**config.mk**
```make
export PLATFORM = sky130hd
export DESIGN_NAME = frame_pixel_streamer
export DESIGN_NICKNAME = d
export VERILOG_FILES = /design/src/rtl/frame_pixel_streamer.sv
export SDC_FILE = /design/constraint.sdc
export NUM_CORES = 1
export LEC_CHECK = 0
export ABC_AREA = 1
export CORE_ASPECT_RATIO = 1.5
export CORE_MARGIN = 2
export CORE_UTILIZATION = 54
export CTS_CLUSTER_SIZE = 8
export DETAILED_ROUTE_END_ITERATION = 12
export HOLD_SLACK_MARGIN = 0.06
export PLACE_DENSITY = 0.8
export SLEW_MARGIN = 20
export SYNTH_ARGS = -nofsm -noshare
export SYNTH_HDL_FRONTEND = slang
export SYNTH_SLANG_ARGS = --single-unit
```
**constraint.sdc**
```tcl
create_clock -name clk -period 3.3 [get_ports clk]
set_clock_uncertainty 0.15 [all_clocks]
set_input_delay 0.66 -clock clk [delete_from_list [all_inputs] [get_ports clk]]
set_output_delay 0.66 -clock clk [all_outputs]
set_load 0.01 [all_outputs]
```
**src/rtl/frame_pixel_streamer.sv**
```systemverilog
// Raster-order frame playback: reads a stored frame from a synchronous-read RAM
// and drives it as a valid/ready pixel stream with sol/eol/eof markers.
module frame_pixel_streamer #(
  parameter int WIDTH  = 512,
  parameter int HEIGHT = 512,
  parameter int ADDR_W = 18,
  parameter int PIX_W  = 24
) (
  input  logic              clk,
  input  logic              rst,
  input  logic              start,
  output logic              busy,
  output logic              mem_rd_en,
  output logic [ADDR_W-1:0] mem_addr,
  input  logic [PIX_W-1:0]  mem_rd_data,
  output logic [PIX_W-1:0]  out_pixel,
  output logic              out_valid,
  input  logic              out_ready,
  output logic              out_sol,
  output logic              out_eol,
  output logic              out_eof,
  output logic              frame_done
);

  localparam int XW = (WIDTH > 1) ? $clog2(WIDTH) : 1;
  localparam int YW = (HEIGHT > 1) ? $clog2(HEIGHT) : 1;
  localparam int EW = PIX_W + 3;

  typedef enum logic [1:0] {IDLE, STREAM, DRAIN, DONE} state_t;

  state_t            state;
  logic [ADDR_W-1:0] addr_p0;
  logic [XW-1:0]     x_p0;
  logic [YW-1:0]     y_p0;
  logic              vld_p1;
  logic [2:0]        flags_p1;
  logic [EW-1:0]     fifo0;
  logic [EW-1:0]     fifo1;
  logic [EW-1:0]     entry_new;
  logic [1:0]        count;
  logic [2:0]        occ;
  logic              pop;
  logic              push;
  logic              last_x;
  logic              last_pix;

  assign pop       = out_valid & out_ready;
  assign push      = vld_p1;
  assign last_x    = (x_p0 == XW'(WIDTH - 1));
  assign last_pix  = last_x && (y_p0 == YW'(HEIGHT - 1));
  assign entry_new = {flags_p1, mem_rd_data};

  // Occupancy counts the beat leaving this cycle, so reads continue at full rate.
  always_comb begin
    occ       = {1'b0, count} + {2'b00, vld_p1} - {2'b00, pop};
    mem_rd_en = (state == STREAM) && (occ < 3'd2);
  end

  assign mem_addr  = addr_p0;
  assign out_valid = (count != 2'd0);
  assign out_pixel = fifo0[PIX_W-1:0];
  assign out_sol   = fifo0[PIX_W]   & out_valid;
  assign out_eol   = fifo0[PIX_W+1] & out_valid;
  assign out_eof   = fifo0[PIX_W+2] & out_valid;

  // Stage p0: address/coordinate generation and frame control
  always_ff @(posedge clk) begin
    if (rst) begin
      state      <= IDLE;
      busy       <= 1'b0;
      frame_done <= 1'b0;
      addr_p0    <= '0;
      x_p0       <= '0;
      y_p0       <= '0;
      vld_p1     <= 1'b0;
      flags_p1   <= '0;
    end else begin
      vld_p1     <= mem_rd_en;
      frame_done <= 1'b0;
      if (mem_rd_en)
        flags_p1 <= {last_pix, last_x, (x_p0 == '0)};
      case (state)
        IDLE: begin
          if (start) begin
            state   <= STREAM;
            busy    <= 1'b1;
            addr_p0 <= '0;
            x_p0    <= '0;
            y_p0    <= '0;
          end
        end
        STREAM: begin
          if (mem_rd_en) begin
            addr_p0 <= addr_p0 + ADDR_W'(1);
            if (last_x) begin
              x_p0 <= '0;
              y_p0 <= y_p0 + YW'(1);
            end else begin
              x_p0 <= x_p0 + XW'(1);
            end
            if (last_pix)
              state <= DRAIN;
          end
        end
        DRAIN: begin
          if (pop && out_eof) begin
            state      <= DONE;
            frame_done <= 1'b1;
          end
        end
        DONE: begin
          state <= IDLE;
          busy  <= 1'b0;
        end
        default: state <= IDLE;
      endcase
    end
  end

  // Stage p1: returning RAM data lands in the 2-entry output FIFO; fifo0 is the head
  always_ff @(posedge clk) begin
    if (rst) begin
      fifo0 <= '0;
      fifo1 <= '0;
      count <= 2'd0;
    end else begin
      case ({push, pop})
        2'b10: begin
          if (count == 2'd0)
            fifo0 <= entry_new;
          else
            fifo1 <= entry_new;
          count <= count + 2'd1;
        end
        2'b01: begin
          fifo0 <= fifo1;
          count <= count - 2'd1;
        end
        2'b11: begin
          if (count == 2'd1) begin
            fifo0 <= entry_new;
          end else begin
            fifo0 <= fifo1;
            fifo1 <= entry_new;
          end
        end
        default: ;
      endcase
    end
  end

endmodule

```
==> impl_metrics.yaml, run 1 <==
run_status:
  status: "complete, no violations"
layout:
  nNetsFinal: 756
  post-route-util_pct: 67.6
  drive_gt1_share_pct: 8.90
  diodes: 0
  syn2layout_area_growth_pct: 21.7
  fillers: 736
pwr:
  p_total_mw: 4.56
  ir_drop_mv: 0.535
  p_per_area_nw_per_um2: 769
  leakagePower_nw: 2.49
grt:
  grt_max_degree: 49
  track_usage_pct: 22.8
  grt_pass1_wl_mm: 17.9
  antenna_found_initial: 0
  grt_pass1_vias: 4289
  overflow: 0
sta:
  slew_headroom_pct: 66.8
  post-route-period-util_pct: 94.2
  setup_viol: 0
  finalWorstSetupSlack_ns: 0.190
  tns_ns: 0
  grt_setup_unrepaired: "false"
  fmax_mhz: 322
  period_minus_slack_ns: 3.11
  finalHoldViolCount: 0
  report.final.slew_viol_count: 0
  hold_slack_ns: 0.332
  worst_slew_pin_slew_ns: 0.497
clock_tree:
  cts_buffer_depth: 2
  hold_buffers: 0
  cts_buffers: 9
  cts_tree: "yes"
  clkTransAtPathRegs_ns: 0.07
  h-tree-depth: 3
  clock_latency_ns: 0.35
  clkSinkCount: 100
  cts_root_buf: "clkbuf_16"
  postCtsSetupBuffers: 0
synth:
  synth_area_leader_cell: "dfxtp_1"
  yosys_warnings: 0
  synth-seq-cells: 100
  syn_area_sq_um: 4870
  async_flop_share_pct: 0
  syn_inst: 657
  synth_nets: 699
  postSynthAreaPerCell_sq_um: 7.42
  ys_types: 32
  synth-main-ff-cell: "dfxtp_1"
  synth-edff-count: 0
  synth_area_leaders: "dfxtp_1 41%, nor2_1 9.2%, nand2_1 7.8%"
  seq_area_frac_synth_pct: 41.1
  synth.top_cell.area_share_pct: 41.1
floorplanning:
  core-area_sq_um: 8780
  dieArea_sq_um: 9810
  die_w_um: 81.6
  ios: 77
  die_h_um: 120
  start_util_pct: 55.5
  row_count: 42
critical_path:
  reg2reg_slack_ns: 0.51
  arrival_ns: 2.30
  r2r-start: "count[0]"
  crit_fanout: 3
  cp-end-kind: "output pin"
  worstSetupStartpointType: "flop"
  crit_slowest_cell: "fa_2"
  ff2ff_path_depth: 16
  worstPathRequired_ns: 2.49
  slowest_delay_ns: 0.55
  regToRegEndpoint: "mem_addr[12]"
  worstPathCellList: "inv_1 -> ha_2 -> inv_2 -> nand2_4 -> ha_4 -> nor2_2 -> inv_1 -> fa_2 -> nand4_2 -> inv_2 -> buf_4"
  crit_buf_inv: 5
  worstSetupPathType: "flop to output pin"
  cp_top_family: "adder cells"
drt:
  drc: 0
  num_vias: 4386
  wl_mm: 10.8
  detail_route.first_pass.iterations: 7
  antenna_left: 0
  detail_route.iter0.violations: 235
  vias_per_cell: 5.29
  routedWlPerCell_um: 13.0
placed_design:
  place_hpwl_mm: 7.60
  gp_congestion: 0.828
  post-place-ws_ns: -0.617
  port_buffers: 76
hold_path:
  worstHoldPathCells: 2
  min_from: "y_p0[8]"
  min_to: "y_p0[8]"
  min_path_type: "flop to flop"
run:
  cap_violations: 0
[cells by family (layout without fill, tap and decap cells)]
logic type / Yosys count / count (layout) / share of synthesized area, %
AOI/OAI and AO/OA: 126 / 126 / 13.6
xor gates and xnor gates: 4 / 4 / 0.719
adders and majority gates: 14 / 14 / 3.75
buffers and inverters: 110 / 172 / 11.7
DFF: 100 / 100 / 41.1
muxes: 26 / 26 / 5.34
and+or+nand+nor: 277 / 277 / 23.8
[state kept, by name, indices dropped and copies added (netlist names)]
register and flops:
fifo0 27, fifo1 27, mem_addr 18, x_p0 9
y_p0 9, flags_p1 3, count 2, state 2
busy 1, frame_done 1, push 1
[cells in the mapped netlist (13+ instances only)]
master	count
a21oi_1	47
buf_4	29
dfxtp_1	100
ha_1	13
inv_1	53
mux2i_1	26
nand2_1	101
nand3_1	25
nor2_1	119
o21ai_0	27
o21ai_1	45
[metal layers]
metal	vias up	GRT usage [%]	share of wire [%]
met5	-	0	0
met2	103	40.5	52
met4	0	10.8	1.8
li1	2230	-	-
met1	2034	25.0	42
met3	19	5.07	4.5
[worst max path at each step]
stage,from,end,slack [ns],cells after the start
2_1_floorplan,count[1],mem_rd_en,0.26,10
3_3_place_gp,out_ready,mem_rd_en,-0.60,9
3_5_place_dp,out_ready,mem_rd_en,-0.62,9
4_1_cts,count[0],mem_rd_en,0.01,11
5_1_grt,count[0],mem_rd_en,0.08,11
6_report,count[0],mem_rd_en,0.19,11
[report_power, final]
| group | switching, mW | internal (mW) | leakage, nW |
|---|---|---|---|
| combinational | 1.02 | 0.831 | 1.53 |
| clock | 0.470 | 0.538 | 0.139 |
| sequential | 0.178 | 1.52 | 0.814 |
[tightest hold or removal path: cells and delay by family, from the launching register on]
family	cells	cell delay, ns
AND/OR/NAND/NOR	1	0.06
AO/OA/AOI/OAI	1	0.06
flip-flops	1	0.31
[repair_timing]
| item | in CTS | in global routing |
|---|---|---|
| resized for setup | 8 | 5 |
| endpoints found under the setup margin | 1 | 1 |
| pin swaps | 0 | 1 |
| endpoints found under the hold margin | 0 | 0 |
[per-stage QoR]
step	cells	instance area [sq um]
after floorplan	657	4870
after global placement	812	5600
after detailed placement	812	5600
after CTS	828	5880
after global routing	829	5930
final	829	5930
[final cells by class]
class,count,area (sq um),share of cell area (%)
Sequential cell,100,2000,33.8
Inverter,60,228,3.84
Tap cell,110,138,2.32
Clock buffer,10,239,4.03
Timing Repair Buffer,96,940,15.8
Clock inverter,6,47.5,0.802
Multi-Input combinational cell,447,2330,39.4
[cell usage in the layout (no fill, tap or decap), drive strengths merged]
master,synthesis,final
o21bai,1,1
a211oi,1,1
o211ai,1,1
nor2,122,122
inv,60,62
xor2,3,3
clkdlybuf4s50,0,74
ha,13,13
nand2,106,106
dlygate4sd2,0,1
nand4,12,12
o21ai,74,74
clkinvlp,0,1
clkinv,0,3
buf,40,21
nand3b,1,1
dfxtp,100,100
nand3,25,25
fa,1,1
xnor2,1,1
mux2i,26,26
o31ai,1,1
o22ai,1,1
nor3,11,11
a21oi,47,47
clkbuf,10,10
No activity file was read; power rests on OpenSTA's default activity.
==> run 2, diff against run 1 <==
--- a/config.mk
+++ b/config.mk
@@ -7,7 +7,7 @@
 export LEC_CHECK = 0
 export ABC_AREA = 1
 export CORE_ASPECT_RATIO = 1.5
-export CORE_MARGIN = 2
+export CORE_MARGIN = 5
 export CORE_UTILIZATION = 54
 export CTS_CLUSTER_SIZE = 8
 export DETAILED_ROUTE_END_ITERATION = 12
==> constraint.sdc (replaced) <==
create_clock -name clk -period 2.89 [get_ports clk]
set_clock_uncertainty 0.15 [all_clocks]
set_input_delay 0.578 -clock clk [delete_from_list [all_inputs] [get_ports clk]]
set_output_delay 0.578 -clock clk [all_outputs]
set_load 0.01 [all_outputs]
==> run 2 against run 1 <==
The run now ends with setup timing left. Combinational power is 23% higher. Sequential cell count is the same. Die area up 13%. Core utilization rose by 1.1 points. Global-route usage fell by 2.2 points. Cell count up 1.2%. Clock power increased by 16%. First-iteration DRC count increased by 27%. Critical endpoint unchanged. Largest power group unchanged.
==> impl_metrics.yaml, run 2 (synthesis gave the netlist of run 1 again) <==
placed_design:
  place_hpwl_mm: 7.96
  gp_congestion: 0.855
  place_area_sq_um: 5660
  port_buffers: 76
grt:
  antenna_found_initial: 0
  overflow: 0
  grt_pass1_vias: 4420
  track_usage_pct: 20.6
  grt_pass1_wl_mm: 18.9
  grt_max_degree: 37
layout:
  seq_area_sq_um: 2000
  drive_gt1_share_pct: 10.8
  syn2layout_area_growth_pct: 24.4
  final_common_cell: "nor2_1"
  nNetsFinal: 766
  design_area_sq_um: 6060
  diodes: 0
  multi_input_area_sq_um: 2390
  final_cell_mix: "116 x nor2_1, 100 x nand2_1, 98 x dfxtp_1"
  fillers: 717
drt:
  wl_met3_um: 604
  antenna_left: 0
  wl_mm: 11.2
  num_vias: 4501
  drc: 0
  routedWlPerCell_um: 13.3
  met1_length_mm: 4.69
  detail_route.first_pass.iterations: 7
  route.top_layer_used: "met4"
  vias_per_cell: 5.36
  detail_route.iter0.violations: 299
  route.met2.wl_mm: 5.67
clock_tree:
  clkSinkCount: 100
  h-tree-depth: 3
  cts_buffers: 9
  clock_latency_ns: 0.35
  cts_buffer_depth: 2
  cts_tree: "yes"
  cts_root_buf: "clkbuf_16"
  clkTransAtPathRegs_ns: 0.07
run:
  cap_violations: 0
critical_path:
  crit_top_cell: "inv_2"
  crit_slowest_cell: "fa_2"
  worstPathCellList: "inv_2 -> ha_4 -> inv_4 -> nand2_4 -> ha_4 -> nor2_4 -> inv_2 -> fa_2 -> nand4_4 -> inv_2 -> buf_6"
  cp_top_family: "adder cells"
  ff2ff_path_depth: 16
  crit_fanout: 2
  arrival_ns: 2.22
  cp-end-kind: "output pin"
  crit_buf_inv: 5
  slowest_delay_ns: 0.56
  worstPathRequired_ns: 2.16
  worstSetupStartpointType: "flop"
  path_depth: 11
  worstSetupPathType: "flop to output pin"
floorplanning:
  dieArea_sq_um: 11100
  ios: 77
  die_w_um: 87.6
  core-area_sq_um: 8830
  start_util_pct: 55.2
  row_count: 42
  die_h_um: 126
hold_path:
  min_path_type: "flop to flop"
  worstHoldPathCells: 2
pwr:
  p_per_area_nw_per_um2: 889
  leakagePower_nw: 2.54
  ir_drop_mv: 0.591
sta:
  slew_headroom_pct: 44.5
  setup_viol: 1
  fmax_mhz: 340
  period_minus_slack_ns: 2.94
  report.final.slew_viol_count: 0
  worst_slew_pin_slew_ns: 0.830
  finalWorstSetupSlack_ns: -0.0546
  post-route-period-util_pct: 102
  finalHoldViolCount: 0
  grt_setup_unrepaired: "true"
  tns_ns: -0.0546
run_status:
  status: "complete, but fails checks"
  violations: "setup timing"
-- run 2: metrics by stage --
step                power (mW)  worst slack, ns  hold slack (ns)  utilization (%)  cells
finish                    5.39          -0.0546            0.331             68.7    839
CTS                       5.35          -0.0984            0.330             68.1    838
global route              5.74           -0.124            0.365             68.7    839
global placement          4.03           -0.811            0.305             64.1    817
floorplan                 3.46           0.0235            0.295                -    657
detailed placement        4.10           -0.873            0.316             64.1    817
-- run 2: where the power goes --
group	internal [mW]	switching, mW	total (mW)
clock	0.604	0.562	1.17
sequential	1.74	0.210	1.95
combinational	1.03	1.24	2.27
-- run 2: worst min-delay path, cell delays in order (launching register included) --
cell and delay (ns):
dfxtp_1 0.32, nand2_1 0.06, a21oi_1 0.06
-- run 2: final cells by class --
cell class | count | area share (%)
Clock buffer | 9 | 3.72
Clock inverter | 7 | 0.991
Inverter | 60 | 3.80
Multi-Input combinational cell | 447 | 39.5
Sequential cell | 100 | 33.1
Tap cell | 110 | 2.27
Timing Repair Buffer | 106 | 16.7
-- run 2: worst paths after layout --
path,start,endpoint,slack (ns)
worst min-delay path,y_p0[8],y_p0[8],0.33
worst max register to register,count[1],mem_addr[7],0.13
worst min register to register,y_p0[8],y_p0[8],0.33
worst max-delay path,count[1],mem_rd_en,-0.05
-- run 2: per-layer routing --
layer / GRT usage, % / vias to the layer above
li1: - / 2241
met1: 23.9 / 2090
met2: 35.4 / 147
met3: 3.76 / 23
met4: 10.6 / 0
met5: 0 / -
-- run 2: what timing repair did --
action                     CTS  global route
buffers inserted             5             1
setup endpoints to repair   34            22
pin swaps                    4             1
hold buffers                 0             0
resized for setup           16            10
==> run 3, diff against run 2 <==
--- a/config.mk
+++ b/config.mk
@@ -5,15 +5,16 @@
 export SDC_FILE = /design/constraint.sdc
 export NUM_CORES = 1
 export LEC_CHECK = 0
-export ABC_AREA = 1
+export ABC_AREA = 0
 export CORE_ASPECT_RATIO = 1.5
 export CORE_MARGIN = 5
-export CORE_UTILIZATION = 54
+export CORE_UTILIZATION = 53
 export CTS_CLUSTER_SIZE = 8
 export DETAILED_ROUTE_END_ITERATION = 12
 export HOLD_SLACK_MARGIN = 0.06
-export PLACE_DENSITY = 0.8
+export PLACE_DENSITY = 0.79
 export SLEW_MARGIN = 20
 export SYNTH_ARGS = -nofsm -noshare
 export SYNTH_HDL_FRONTEND = slang
 export SYNTH_SLANG_ARGS = --single-unit
+export TNS_END_PERCENT = 50
==> run 3 against run 2 <==
The flow still finishes with violations (setup timing). Sequential share of layout area increased by 0.56 points. Maximum frequency down 3.2%. Hold slack improved by 0.0026 ns. Synthesized cell count decreased by 21%. Register-to-register slack worse by 0.08 ns. Critical path depth decreased by 1. Critical path type unchanged. Largest cell class unchanged.
==> impl_metrics.yaml, run 3 <==
run_status:
  status: "complete, but fails checks"
  violations: "setup timing"
floorplanning:
  dieArea_sq_um: 10800
  start_util_pct: 53.5
  row_count: 42
  ios: 77
  die_w_um: 86.6
  die_h_um: 125
  core-area_sq_um: 8720
synth:
  synth-seq-cells: 100
  yosysMostFrequentCell: "dfxtp_1"
  ys_types: 46
  yosys_warnings: 0
  async_flop_share_pct: 0
  synth-edff-count: 0
  synthTopCellsByCount: "100 x dfxtp_1, 96 x nor2_1, 58 x mux2i_1"
  postSynthAreaPerCell_sq_um: 9.02
  syn_inst: 517
  synth_nets: 559
  synth-main-ff-cell: "dfxtp_1"
  synth.top_cell.area_share_pct: 42.9
  synth_area_leaders: "dfxtp_1 43%, mux2i_1 12%, nor2_1 7.7%"
  syn_area_sq_um: 4660
  synth_area_leader_cell: "dfxtp_1"
  seq_area_frac_synth_pct: 42.9
drt:
  vias_per_cell: 5.49
  detail_route.iter0.violations: 181
  routedWlPerCell_um: 15.0
  wl_mm: 10.5
  detail_route.first_pass.iterations: 4
  antenna_left: 0
  drc: 0
  num_vias: 3828
critical_path:
  crit_slowest_cell: "fa_2"
  worstSetupStartpointType: "flop"
  cp-end-kind: "output pin"
  crit_fanout: 4
  slowest_delay_ns: 0.37
  worstPathCellList: "inv_4 -> ha_4 -> nand2b_4 -> ha_4 -> nand2b_4 -> fa_2 -> xnor2_2 -> nand3_2 -> inv_2 -> buf_6"
  cp_top_family: "adder cells"
  crit_buf_inv: 3
  startpoint: "count[1]"
  worstSetupPathType: "flop to output pin"
  arrival_ns: 2.32
  r2r-start: "count[1]"
  worstPathRequired_ns: 2.16
sta:
  fmax_mhz: 329
  post-route-period-util_pct: 105
  finalHoldViolCount: 0
  report.final.slew_viol_count: 0
  slew_headroom_pct: 58.5
  setup_viol: 1
  period_minus_slack_ns: 3.04
  worst_slew_pin_slew_ns: 0.618
  grt_setup_unrepaired: "true"
  finalWorstSetupSlack_ns: -0.153
clock_tree:
  hold_buffers: 0
  cts_buffer_depth: 2
  clkSinkCount: 100
  clkTransAtPathRegs_ns: 0.07
  cts_root_buf: "clkbuf_16"
  clock_latency_ns: 0.35
  cts_buffers: 9
  h-tree-depth: 3
  cts_tree: "yes"
run:
  cap_violations: 0
placed_design:
  place_area_sq_um: 5560
  port_buffers: 76
  gp_congestion: 0.809
  place_hpwl_mm: 7.42
pwr:
  p_total_mw: 5.11
  ir_drop_mv: 0.678
  leakagePower_nw: 2.26
  p_per_area_nw_per_um2: 856
grt:
  grt_pass1_wl_mm: 17.6
  grt_pass1_vias: 3923
  track_usage_pct: 19.9
  grt_max_degree: 55
  antenna_found_initial: 0
  overflow: 0
layout:
  diodes: 0
  design_area_sq_um: 5980
  nNetsFinal: 624
  final_cell_mix: "98 x dfxtp_1, 96 x nor2_1, 73 x clkdlybuf4s50_1"
  final_common_cell: "dfxtp_1"
  syn2layout_area_growth_pct: 28.1
  drive_gt1_share_pct: 13.8
hold_path:
  min_path_type: "flop to flop"
  min_from: "y_p0[8]"
## run 3: worst register-to-register path: stages, from the launching register on
cell,delay [ns]
dfxtp_4,0.36
inv_4,0.04
ha_4,0.15
nand2b_4,0.14
ha_4,0.22
nand2b_4,0.14
fa_2,0.37
xnor2_2,0.21
buf_4,0.18
a21o_4,0.21
nand2_4,0.07
or4_4,0.41
a21oi_2,0.14
## run 3: layout make-up
type,count,area (sq um)
Timing Repair Buffer,104,1000
Clock inverter,4,28.8
Tap cell,110,138
Multi-Input combinational cell,354,2470
Sequential cell,100,2010
Fill cell,713,2750
Inverter,13,51.3
Clock buffer,12,278
## run 3: cells by family (layout without fill, tap and decap cells)
group | after synthesis | in the layout | synth area share [%]
AND/OR/NAND/NOR | 191 | 191 | 18.9
flip-flops | 100 | 100 | 42.9
AO/OA/AOI/OAI | 69 | 69 | 9.58
buffers and inverters | 63 | 133 | 7.81
multiplexers | 59 | 59 | 12.8
XOR/XNOR | 21 | 21 | 4.10
adder cells (fa/ha/maj) | 14 | 14 | 3.92
## run 3: repair_timing
item | 4_1_cts | 5_1_grt
pin swaps | 3 | 4
setup buffers | 1 | 1
endpoints found under the setup margin | 27 | 12
gates resized for setup | 8 | 16
## run 3: report_power, final
part	internal, mW	switching [mW]	total (mW)
sequential	1.63	0.158	1.79
clock	0.685	0.521	1.21
combinational	1.04	1.08	2.12
total	3.36	1.76	5.11
## run 3: metrics by stage
step | worst slack [ns] | TNS (ns) | util (%) | hold slack, ns | std cells
2_1_floorplan | -0.00695 | -0.00695 | - | 0.278 | 517
3_3_place_gp | -0.742 | -12.85 | 63.7 | 0.294 | 679
3_5_place_dp | -0.772 | -15.50 | 63.7 | 0.317 | 679
4_1_cts | -0.112 | -0.112 | 67.4 | 0.326 | 696
5_1_grt | -0.236 | -0.379 | 68.5 | 0.357 | 697
6_report | -0.153 | -0.153 | 68.5 | 0.334 | 697
## run 3: per-layer routing
| metal | track usage (%) | vias to the layer above | wire length, um |
|---|---|---|---|
| met1 | 21.0 | 1824 | 4090 |
| li1 | - | 1892 | - |
| met3 | 4.10 | 16 | 470 |
| met5 | 0 | - | 0 |
| met4 | 8.72 | 0 | 254 |
| met2 | 36.7 | 96 | 5660 |
## run 3: path summary, 6_finish.rpt
check                                  to  slack [ns]  depth (start not counted)
worst min-delay path              y_p0[8]        0.33                          2
worst max-delay path            mem_rd_en       -0.15                         10
worst max register to register    y_p0[7]        0.05                         12
worst min register to register    y_p0[8]        0.33                          2
